File: src/rtl/uart_programmer.sv
// Boot loader: 8N1 UART receiver feeding a segment-framed parser that writes
// 32-bit words into instruction ROM (adr[14]=0) or data RAM (adr[14]=1).
module uart_programmer #(
    parameter int CLKS_PER_BIT = 87
) (
    input  logic        upg_clk_i,
    input  logic        upg_rstn_i,
    input  logic        upg_rx_i,
    output logic        upg_wen_o,
    output logic [14:0] upg_adr_o,
    output logic [31:0] upg_dat_o,
    output logic        upg_done_o,
    output logic        upg_err_o
);
    localparam int CW = $clog2(CLKS_PER_BIT);
    localparam logic [CW-1:0] BIT_LAST  = CW'(CLKS_PER_BIT - 1);
    localparam logic [CW-1:0] HALF_LAST = CW'(CLKS_PER_BIT / 2 - 1);

    typedef enum logic [1:0] {RX_IDLE, RX_START, RX_DATA, RX_STOP} rx_state_e;
    typedef enum logic [2:0] {P_HDR, P_CNT_LO, P_CNT_HI, P_DATA, P_DONE} p_state_e;

    logic            sync1_q, sync2_q, rx_prev_q;
    rx_state_e       rx_state_q, rx_state_d;
    logic [CW-1:0]   tick_q, tick_d;
    logic [2:0]      bit_idx_q, bit_idx_d;
    logic [7:0]      shift_q, shift_d;
    logic            tick_end, half_end, byte_vld, frame_err;

    p_state_e        p_state_q, p_state_d;
    logic            last_q, last_d;
    logic [7:0]      cnt_lo_q, cnt_lo_d;
    logic [13:0]     words_q, words_d;
    logic [1:0]      byte_idx_q, byte_idx_d;
    logic [23:0]     word_q, word_d;
    logic [14:0]     adr_q, adr_d;
    logic [31:0]     dat_q, dat_d;
    logic            wen_q, wen_d, done_q, done_d, err_q, err_d;
    logic [13:0]     cnt_full;

    assign tick_end = (tick_q == BIT_LAST);
    assign half_end = (tick_q == HALF_LAST);
    // Bits [15:14] of the word count are deliberately dropped.
    assign cnt_full = {shift_q[5:0], cnt_lo_q};

    // State registers
    always_ff @(posedge upg_clk_i or negedge upg_rstn_i) begin
        if (!upg_rstn_i) begin
            sync1_q    <= 1'b1;
            sync2_q    <= 1'b1;
            rx_prev_q  <= 1'b1;
            rx_state_q <= RX_IDLE;
            tick_q     <= '0;
            bit_idx_q  <= '0;
            shift_q    <= '0;
            p_state_q  <= P_HDR;
            last_q     <= 1'b0;
            cnt_lo_q   <= '0;
            words_q    <= '0;
            byte_idx_q <= '0;
            word_q     <= '0;
            adr_q      <= '0;
            dat_q      <= '0;
            wen_q      <= 1'b0;
            done_q     <= 1'b0;
            err_q      <= 1'b0;
        end else begin
            sync1_q    <= upg_rx_i;
            sync2_q    <= sync1_q;
            rx_prev_q  <= sync2_q;
            rx_state_q <= rx_state_d;
            tick_q     <= tick_d;
            bit_idx_q  <= bit_idx_d;
            shift_q    <= shift_d;
            p_state_q  <= p_state_d;
            last_q     <= last_d;
            cnt_lo_q   <= cnt_lo_d;
            words_q    <= words_d;
            byte_idx_q <= byte_idx_d;
            word_q     <= word_d;
            adr_q      <= adr_d;
            dat_q      <= dat_d;
            wen_q      <= wen_d;
            done_q     <= done_d;
            err_q      <= err_d;
        end
    end

    // Next-state logic for both FSMs
    always_comb begin
        rx_state_d = rx_state_q;
        case (rx_state_q)
            RX_IDLE:  if (rx_prev_q && !sync2_q) rx_state_d = RX_START;
            RX_START: if (half_end) rx_state_d = sync2_q ? RX_IDLE : RX_DATA;
            RX_DATA:  if (tick_end && bit_idx_q == 3'd7) rx_state_d = RX_STOP;
            RX_STOP:  if (tick_end) rx_state_d = RX_IDLE;
            default:  rx_state_d = RX_IDLE;
        endcase

        p_state_d = p_state_q;
        if (byte_vld) begin
            case (p_state_q)
                P_HDR:    p_state_d = P_CNT_LO;
                P_CNT_LO: p_state_d = P_CNT_HI;
                P_CNT_HI: begin
                    if (cnt_full == 14'd0) p_state_d = last_q ? P_DONE : P_HDR;
                    else                   p_state_d = P_DATA;
                end
                P_DATA: begin
                    if (byte_idx_q == 2'd3 && words_q == 14'd1)
                        p_state_d = last_q ? P_DONE : P_HDR;
                end
                default:  p_state_d = p_state_q;
            endcase
        end
    end

    // Output / datapath logic
    always_comb begin
        tick_d     = tick_q + CW'(1);
        bit_idx_d  = bit_idx_q;
        shift_d    = shift_q;
        byte_vld   = 1'b0;
        frame_err  = 1'b0;
        case (rx_state_q)
            RX_IDLE:  tick_d = '0;
            RX_START: if (half_end) begin
                tick_d    = '0;
                bit_idx_d = '0;
            end
            RX_DATA:  if (tick_end) begin
                tick_d    = '0;
                shift_d   = {sync2_q, shift_q[7:1]};
                bit_idx_d = bit_idx_q + 3'd1;
            end
            RX_STOP:  if (tick_end) begin
                tick_d    = '0;
                byte_vld  = sync2_q;
                frame_err = !sync2_q;
            end
            default:  tick_d = '0;
        endcase

        last_d     = last_q;
        cnt_lo_d   = cnt_lo_q;
        words_d    = words_q;
        byte_idx_d = byte_idx_q;
        word_d     = word_q;
        adr_d      = adr_q;
        dat_d      = dat_q;
        wen_d      = 1'b0;
        // Done lags DONE-state entry by a cycle so it follows the final strobe.
        done_d     = done_q | (p_state_q == P_DONE);
        err_d      = err_q | frame_err;
        if (wen_q) adr_d[13:0] = adr_q[13:0] + 14'd1;
        if (byte_vld) begin
            case (p_state_q)
                P_HDR: begin
                    last_d = shift_q[7];
                    adr_d  = {shift_q[0], 14'd0};
                end
                P_CNT_LO: cnt_lo_d = shift_q;
                P_CNT_HI: begin
                    words_d    = cnt_full;
                    byte_idx_d = 2'd0;
                    if (cnt_full == 14'd0 && last_q) done_d = 1'b1;
                end
                P_DATA: begin
                    byte_idx_d = byte_idx_q + 2'd1;
                    case (byte_idx_q)
                        2'd0:    word_d[7:0]   = shift_q;
                        2'd1:    word_d[15:8]  = shift_q;
                        2'd2:    word_d[23:16] = shift_q;
                        default: begin
                            dat_d   = {shift_q, word_q};
                            wen_d   = 1'b1;
                            words_d = words_q - 14'd1;
                        end
                    endcase
                end
                default: ;
            endcase
        end
    end

    assign upg_wen_o  = wen_q;
    assign upg_adr_o  = adr_q;
    assign upg_dat_o  = dat_q;
    assign upg_done_o = done_q;
    assign upg_err_o  = err_q;
endmodule

File: config.mk
export PLATFORM = sky130hd
export DESIGN_NAME = uart_programmer
export DESIGN_NICKNAME = d
export VERILOG_FILES = /design/src/rtl/uart_programmer.sv
export SDC_FILE = /design/constraint.sdc
export NUM_CORES = 1
export LEC_CHECK = 0
export CAP_MARGIN = 20
export CORE_ASPECT_RATIO = 1.2
export CORE_MARGIN = 4
export CORE_UTILIZATION = 55
export DETAILED_ROUTE_END_ITERATION = 7
export HOLD_SLACK_MARGIN = 0.08
export PLACE_DENSITY = 0.77
export RECOVER_POWER = 50
export SYNTH_ARGS = -nofsm -noshare
export SYNTH_HDL_FRONTEND = slang
export SYNTH_SLANG_ARGS = --single-unit
File: constraint.sdc
create_clock -name upg_clk_i -period 6.6 [get_ports upg_clk_i]
set_clock_uncertainty 0.1 [all_clocks]
set_input_delay 1.32 -clock upg_clk_i [delete_from_list [all_inputs] [get_ports upg_clk_i]]
set_output_delay 1.32 -clock upg_clk_i [all_outputs]
set_load 0.03 [all_outputs]
== Word-level counts from Yosys, hierarchy flattened ==
Cells that the tools add are included.
Operators by class
  equality and inequality tests: 21
  bitwise gates (word level): 3
  add/sub/neg operators: 5
  multiplexer cells: 32
  reduce and logical (&&, ||, !) cells: 26
Operator list (number)
  $mux 14: 4
  $pmux 14 s2: 1
  $pmux 7 s3: 1
  $reduce_and 3->1: 7
  $mux 3: 5
  $add 14x1->14 const B: 1
  $eq 14x1->1 const B: 1
  $logic_not 14->1: 1
  $mux 7: 2
  $ne 2x2->1 const B: 7
  $sub 14x1->14 const B: 1
  $pmux 3 s4: 1
  $mux 1: 10
  $mux 2: 5
  $eq 2x2->1 const B: 4
  $pmux 2 s4: 1
  $reduce_and 2->1: 4
  $add 7x1->7 const B: 1
  $eq 7x6->1 const B: 1
  $eq 7x7->1 const B: 1
  $eq 3x2->1 const B: 2
  $eq 3x3->1 const B: 2
  $pmux 3 s2: 1
  $eq 2x1->1 const B: 2
  other kinds (15): 21
Word-level totals
  bits of input ports: 3
  word-level logic and storage cells: 108
  register bits after elaboration: 125

== Longest topological paths before layout ==
Gate-level depths: netlist of run 1.
  word-level depth: 5
  mapped depth: 8
  gate-level depth less buffers: 6

== Worst setup path after synthesis of run 1 ==
OpenSTA, ideal clock, no wires.
  kind: reg2reg
  from: reg tick_q[0]
  to: reg cnt_lo_q[0]
  buffers on the path: 1
  setup time: 0.125 ns
  data required time: 6.375 ns
  data arrival time: 1.878 ns
  clock period less this slack: 2.104 ns
  path slack: 4.496 ns
  stages on the path, launching flop included: 8
  cell sequence: dfrtp_1 -> inv_1 -> ha_1 -> and4b_4 -> nand4_4 -> or4_1 -> buf_6 -> mux2_4
Between the ends
  word-level cells in the longest chain between the ends: 4
RTL lines
  start, declared: line 24  | logic [CW-1:0] tick_q, tick_d;
  start signal, assigned: line 71  | tick_q <= tick_d;
  $eq 7x7->1: line 40  | assign tick_end = (tick_q == BIT_LAST);
  $mux 1: line 135  | RX_STOP: if (tick_end) begin
  $mux 1: line 124  | case (rx_state_q)
  $reduce_and 2->1 (no line)
  end signal, assigned: line 76  | cnt_lo_q <= cnt_lo_d;
  end, declared: line 31  | logic [7:0] cnt_lo_q, cnt_lo_d;
Every way passes these cells.
A chain may end at the register's enable or synchronous reset.

==> results of run 1 <==
[power by group]
group / switching, W / internal, W
Sequential: 0.0000231 / 0.000784
Combinational: 0.0000402 / 0.0000241
Clock: 0.000342 / 0.000555
Total: 0.000405 / 0.00136
[placed cells by master, fill, tap and decap left out, types with 4 or more instances in the layout]
cell type        netlist  final
mux2_1                 1      9
nand3_1               12     12
or3_1                  7      7
clkbuf_16              0     17
ha_1                  12     12
xor2_1                10     10
o31ai_1                6      6
a31oi_1               13     13
xnor2_1                6      6
o22ai_1                4      4
nor2_1                33     33
o21ai_0                8      8
mux2i_1                5      5
clkinvlp_4             0      4
dfrtp_1              122    122
nor3_1                 5      5
nand4_1                7      8
a21oi_1               16     16
mux2_2                67     67
or4_1                  6      6
and3_1                 4      4
inv_1                 15     15
clkbuf_1              11      5
clkinv_2               0      4
nor4_1                 7      8
clkdlybuf4s50_1        0     50
nand2_1               19     19
[metrics by stage]
| stage | util | instance area, sq um | setup WS, ns |
|---|---|---|---|
| after floorplan | - | 5680 | 4.50 |
| final | 0.674 | 6780 | 2.43 |
| after detailed placement | 0.625 | 6290 | 3.72 |
| after CTS | 0.682 | 6860 | 3.57 |
| after global routing | 0.674 | 6780 | 1.77 |
| after global placement | 0.625 | 6290 | 3.75 |
[how the worst max path moves through the flow]
stage,cells after the start,start,to,slack (ns)
2_1_floorplan,7,tick_q[0],cnt_lo_q[0],4.50
3_3_place_gp,2,upg_rstn_i,words_q[11],3.75
3_5_place_dp,2,upg_rstn_i,words_q[10],3.72
4_1_cts,1,upg_wen_o,upg_wen_o,3.57
5_1_grt,2,upg_rstn_i,words_q[9],1.77
6_report,2,upg_rstn_i,words_q[2],2.43
[state kept, by name, summed over array words and instances, names as in the netlist, named ones only]
name and flops:
bit_idx_q 3, byte_idx_q 2, cnt_lo_q 8, last_q 1
p_state_q 3, rx_prev_q 1, rx_state_q 1, shift_q 8
sync1_q 1, sync2_q 1, tick_q 7, upg_adr_o 15
upg_dat_o 32, upg_done_o 1, upg_err_o 1, upg_wen_o 1
word_q 24, words_q 14
[metal layers]
metal | global-route usage | routed length, um | vias to the layer above
met4 | 0.0952 | 212 | 0
met1 | 0.284 | 5170 | 1986
met5 | 0 | 0 | -
met3 | 0.0428 | 496 | 15
met2 | 0.332 | 5990 | 120
li1 | - | - | 1791
[area by class of cell]
cell class,instances,area (sq um),share of cell area
flip-flops and latches,125,3130,0.462
multi-input cells,300,2320,0.342
repair buffers,57,541,0.0797
clock buffers,18,429,0.0633
well taps,126,158,0.0233
clock inverters,14,145,0.0214
inverters,15,56.3,0.00830
[kinds of logic (layout without fill, tap and decap cells)]
logic type               after synthesis  after routing  synth area share
multiplexers                          81             81             0.165
adder cells (fa/ha/maj)               12             12            0.0264
buffers and inverters                 40            104            0.0308
AO/OA/AOI/OAI                         67             67            0.0773
AND/OR/NAND/NOR                      124            124             0.125
XOR/XNOR                              16             16            0.0247
flip-flops                           125            125             0.551
==> metrics.md, run 1 <==
| Metric | Value |
|---|---|
| Clk pin slew, worst setup/hold paths | 0.05 ns |
| Post-layout min period | ~4.2 ns |
| Starting Density | 0.565 |
| Synth Cell Area | 5680 sq um |
| Cell type with the largest total area after synthesis | dfrtp_1 |
| Vias in the first global route | about 4.1k |
| Final period utilization | 0.632 |
| Clk buf depth | 2 |
| Initial DRC count | approximately 220 |
| Slew Limit Fails | ~150 |
| Data arrival time of the critical path | 4.51 ns |
| WL/cell | 18.1 um |
| GR Util All Layers | 0.212 |
| Reg-to-reg endpoint | last_q |
| Max stage delay on crit path | approximately 2.2 ns |
| Pwr per Cell Area | between 200 and 300 nW/um^2 |
| Unrepaired setup endpoints after global routing | false |
| Critical path type | input pin to async pin |
| Type of the most critical hold path | register to register |
| Register area share after synthesis | 0.551 |
| H-tree levels | 4 |
| Die H | approximately 120 um |
| HPWL after DPL | 7390 um |
| First-pass GRT wire length | 20100 um |
| #FFs+latches synth | between 100 and 150 |
| GR Overflow Total | 0 |
| IO Pins | between 50 and 60 |
| Mapped Nets | 480 |
| Hold buffers post-CTS | 0 |
| Leak | approximately 3.2 nW |
| Final setup TNS | 0 ns |
| Via count | between 3k and 4k |
| Nets@finish | between 500 and 600 |
| Worst setup EP type | async pin |
| Cell with the most instances after synthesis | dfrtp_1 |
| Worst Hold Path EP | sync2_q |
| EDFF count, synth | 0 |
| Hold depth | 0 |
| Ranking of synthesized cells by area | dfrtp_1 54%, mux2_2 13%, ha_1 2.6%, nor2_1 2.2%, mux2_4 2.1% |
| Yosys warns | 0 |
| Non-Filler Instances | around 660 |
| Sink Count | between 100 and 150 |
| Power Total | between 0.0015 and 0.002 W |
| Antenna Nets Post-Route | 0 |
| Max Clock Freq | approximately 240 MHz |
| Diode count | 0 |
| Placer's final routability congestion estimate | 0.823 |
| FP Rows | 40 |
| Total die area | 12000 sq um |
| # DRC | 0 |
| CP required | roughly 6.9 ns |
| Outcome | complete, but fails checks |
| Final setup viols | 0 |
| Worst vdd ir | 0.186 mV |
| R2R Setup Slk | between 2 and 3 ns |
| Die width | 101 um |
| Min Hold Slack | 0.259 ns |
| FFs w/ async S/R, synth | 1.00 |
| Largest net degree at the start of global routing | between 60 and 70 |
| Clk_lat worst skew | approximately 0.4 ns |
| Post-synth cell types | 59 |
| CTS tree | yes |
| Synthesized area per cell | between 10 and 15 sq um |
| Worst r2r path cells | 6 |
| Vias per std cell | 5.97 |
| I/O Buffers | 52 |
| Root buf cell | clkbuf_16 |
| Post_cts resized | 0 |
| Core Area | 10100 sq um |
| Yosys top cell area share | 0.537 |
| Top_reg_cell synth | dfrtp_1 |
| RR Startpoint | tick_q[0] |
| Critical Path Start Type | input pin |
| Hold Crit Start | sync1_q |
| CP cell instances | clkbuf_1, buf_4 |
| Failing checks | capacitance limit, slew limit |
| Post-synth top cells | 122 x dfrtp_1, 67 x mux2_2, 33 x nor2_1, 19 x nand2_1, 16 x a21oi_1 |
| DRT Pass-1 Iters | 5 |
| CP top delay family | buffers and inverters |
| Slew @ Worst Pin | approximately 3.2 ns |
| Postcts setup bufs | 0 |
| Synth Instances | roughly 470 |
| Final hold violation count | 0 |
| Critical path's slowest cell | clkbuf_1 |
| Initial antenna violation count | 0 |
| Critical-path maximum fanout | 64 |
| CP bufs+invs | 2 |
| Dpl cells | 623 |
| Share of layout cells above drive strength 1 | 0.212 |
| Routed WL | around 12000 um |
| Rel. slew slack | -1.12 |
| MaxCap Viol Count | 4 |
| CTS Buf Count | 17 |
| # fillers | 685 |
| Area Growth Syn to Fin | 19.4% |
No activity file was read; power rests on OpenSTA's default activity.
==> inputs of run 2 (changes only) <==
clock period = 3.95 ns   (was 6.6 ns; I/O delays follow)
==> run 2 against run 1 <==
The run still ends with capacitance limit, slew limit left. Non-clock buffer count increased by 3. Via count increased by 0.26%. Sequential power is 67% higher. Hold slack about the same. First-iteration DRC count decreased by 6.5%. Global-route usage is 0.72 points higher. Clock power up 67%. Critical path type unchanged.
==> metrics.md, run 2 (synthesized netlist as in run 1, its figures left out) <==
| Metric | Value |
|---|---|
| Outcome | complete, but fails checks (unchanged) |
| Failing checks | capacitance limit, slew limit (unchanged) |
| Initial DRC count | 203 (was 217) |
| Root buf cell | clkbuf_16 (unchanged) |
| Clk_lat worst skew | 0.41 ns (about the same) |
| Final setup TNS | 0 ns (unchanged) |
| GR Overflow Total | 0 (unchanged) |
| GR Util All Layers | 0.219 (was 0.212) |
| Antenna Nets Post-Route | 0 (unchanged) |
| Pwr per Cell Area | 433 nW/um^2 (was 261 nW/um^2) |
| DRT Pass-1 Iters | 4 (was 5) |
| Area Growth Syn to Fin | 20.5% (was 19.4%) |
| Setup ws final | 1.06 ns (was 2.43 ns) |
| Post_cts resized | 0 (unchanged) |
| Initial antenna violation count | 0 (unchanged) |
| I/O Buffers | 52 (unchanged) |
| Clock Power Share | 0.507 (about the same) |
| CP required | 4.42 ns (was 6.94 ns) |
| Clk buf depth | 2 (unchanged) |
| Logic pwr share | 0.038 (was 0.036) |
| Vias per std cell | 5.96 (was 5.97) |
| Starting Density | 0.565 (unchanged) |
| Commonest non-fill, non-tap cell in the layout | dfrtp_1 (unchanged) |
| Dpl cells | 625 (was 623) |
| Unrepaired setup endpoints after global routing | false (unchanged) |
| Total die area | 12000 sq um (unchanged) |
| Non-Filler Instances | 658 (was 655) |
| Area of the multi-input gates | 2360 sq um (was 2320 sq um) |
| Slew @ Worst Pin | 1.85 ns (was 3.18 ns) |
| Sequential share of power | 0.455 (was 0.456) |
| Final setup viols | 0 (unchanged) |
| CTS Buf Count | 17 (unchanged) |
| Power Total | 0.00296 W (was 0.00177 W) |
| Max stage delay on crit path | 1.46 ns (was 2.20 ns) |
| Critical path type | input pin to async pin (unchanged) |
| Rel. slew slack | -0.232 (was -1.12) |
| Vias in the first global route | 4076 (was 4055) |
| Slew Limit Fails | 77 (was 149) |
| Worst vdd ir | 0.310 mV (was 0.186 mV) |
| # DRC | 0 (unchanged) |
| First-pass GRT wire length | 20700 um (was 20100 um) |
| H-tree levels | 4 (unchanged) |
| Number of flip-flops in the largest register | 32 (unchanged) |
| Final period utilization | 0.731 |
| Post-layout min period | around 2.9 ns |
| Switching part of the total | 0.231 (was 0.229) |
| Via count | 3922 (was 3912) |
| Sw power | 0.000684 W (was 0.000405 W) |
| HPWL after DPL | 7660 um (was 7390 um) |
| WL/cell | 18.7 um (was 18.1 um) |
| Die width | 101 um (unchanged) |
| CP cell instances | clkbuf_1, clkbuf_2, buf_4 (was clkbuf_1, buf_4) |
| # fillers | 703 (was 685) |
| Critical path's slowest cell | clkbuf_2 (was clkbuf_1) |
| Die H | 119 um (unchanged) |
| Final hold violation count | 0 (unchanged) |
| Critical Path Start Type | input pin (unchanged) |
| Pint | 0.00228 W (was 0.00136 W) |
| CTS tree | yes (unchanged) |
| Diode count | 0 (unchanged) |
| Reg area | 3130 sq um (unchanged) |
| Clk pin slew, worst setup/hold paths | 0.05 ns (about the same) |
| Share of layout cells above drive strength 1 | 0.231 (was 0.212) |
| Commonest non-fill, non-tap cells in the layout | 122 x dfrtp_1, 67 x mux2_2, 50 x clkdlybuf4s50_1 (unchanged) |
| Routed WL | 12300 um (was 11900 um) |
| Place WS | 1.17 ns (was 3.72 ns) |
| Worst setup EP type | async pin (unchanged) |
| IO Pins | 53 (unchanged) |
| Largest net degree at the start of global routing | 91 (was 65) |
| FP Rows | 40 (unchanged) |
| Nets@finish | 534 (was 531) |
| Postcts setup bufs | 0 (unchanged) |
| Leak | 3.26 nW (was 3.21 nW) |
| Max Clock Freq | between 300 and 400 MHz |
| Core Area | 10100 sq um (unchanged) |
| Placer's final routability congestion estimate | 0.856 (was 0.823) |
| Data arrival time of the critical path | 3.36 ns (was 4.51 ns) |
| Hold buffers post-CTS | 0 (unchanged) |
| Sink Count | 125 (unchanged) |
| Type of the most critical hold path | register to register (unchanged) |
| Critical-path maximum fanout | 76 (was 64) |
| MaxCap Viol Count | 1 (was 4) |
-- run 2: cell count changes in the layout (fill, tap and decap cells not counted) --
cell / change
and4b_1: +1
and4b_4: -1
buf_4: +2
clkbuf_2: +1
clkinv_4: +4
clkinvlp_4: -2
inv_6: -2
mux2_1: -8
mux2_4: +8
nor4_1: -1
nor4_4: +1
-- run 2: final timing paths --
check,startpoint,endpoint,slack (ns),cells past startpoint
worst max register to register,tick_q[0],words_q[1],1.15,6
worst min-delay path,sync1_q,sync2_q,0.26,0
min in group asynchronous,upg_rstn_i,upg_adr_o[8],0.34,1
worst max-delay path,upg_rstn_i,upg_dat_o[16],1.06,3
worst min register to register,sync1_q,sync2_q,0.26,0
max in group upg_clk_i,tick_q[0],words_q[1],1.15,6
-- run 2: stage by stage --
step | utilization | cell area, sq um | hold WS (ns)
after global placement | 0.626 | 6300 | 0.246
after floorplan | - | 5680 | 0.245
after detailed placement | 0.626 | 6300 | 0.247
after CTS | 0.684 | 6880 | 0.255
final | 0.680 | 6840 | 0.259
after global routing | 0.680 | 6840 | 0.268
-- run 2: cell type report --
| cell class | count | area share |
|---|---|---|
| inverter | 15 | 0.00823 |
| clock buffer | 18 | 0.0627 |
| clock inverter | 14 | 0.0216 |
| tap | 126 | 0.0230 |
| timing repair buffer | 60 | 0.0819 |
| multi-input combinational | 300 | 0.345 |
| sequential | 125 | 0.458 |
-- run 2: critical path: cells and delay by family --
kind,cells,cell delay (ns)
buf+inv,3,2.53
-- run 2: power by group through the flow --
stage / clock network (W) / registers (W) / logic [W]
after floorplan: 0 / 0.00136 / 0.0000699
after CTS: 0.00152 / 0.00135 / 0.000119
after global routing: 0.00158 / 0.00135 / 0.000131
after global placement: 0 / 0.00137 / 0.000109
final: 0.00150 / 0.00135 / 0.000112
after detailed placement: 0 / 0.00137 / 0.000113
-- run 2: layer usage --
layer / vias to the layer above / wire length [um] / share of wire / global-route usage
met5: - / 0 / 0 / 0
met4: 0 / 234 / 0.019 / 0.0800
met3: 26 / 471 / 0.038 / 0.0539
met2: 105 / 6200 / 0.50 / 0.350
met1: 1992 / 5390 / 0.44 / 0.290
li1: 1799 / - / - / -
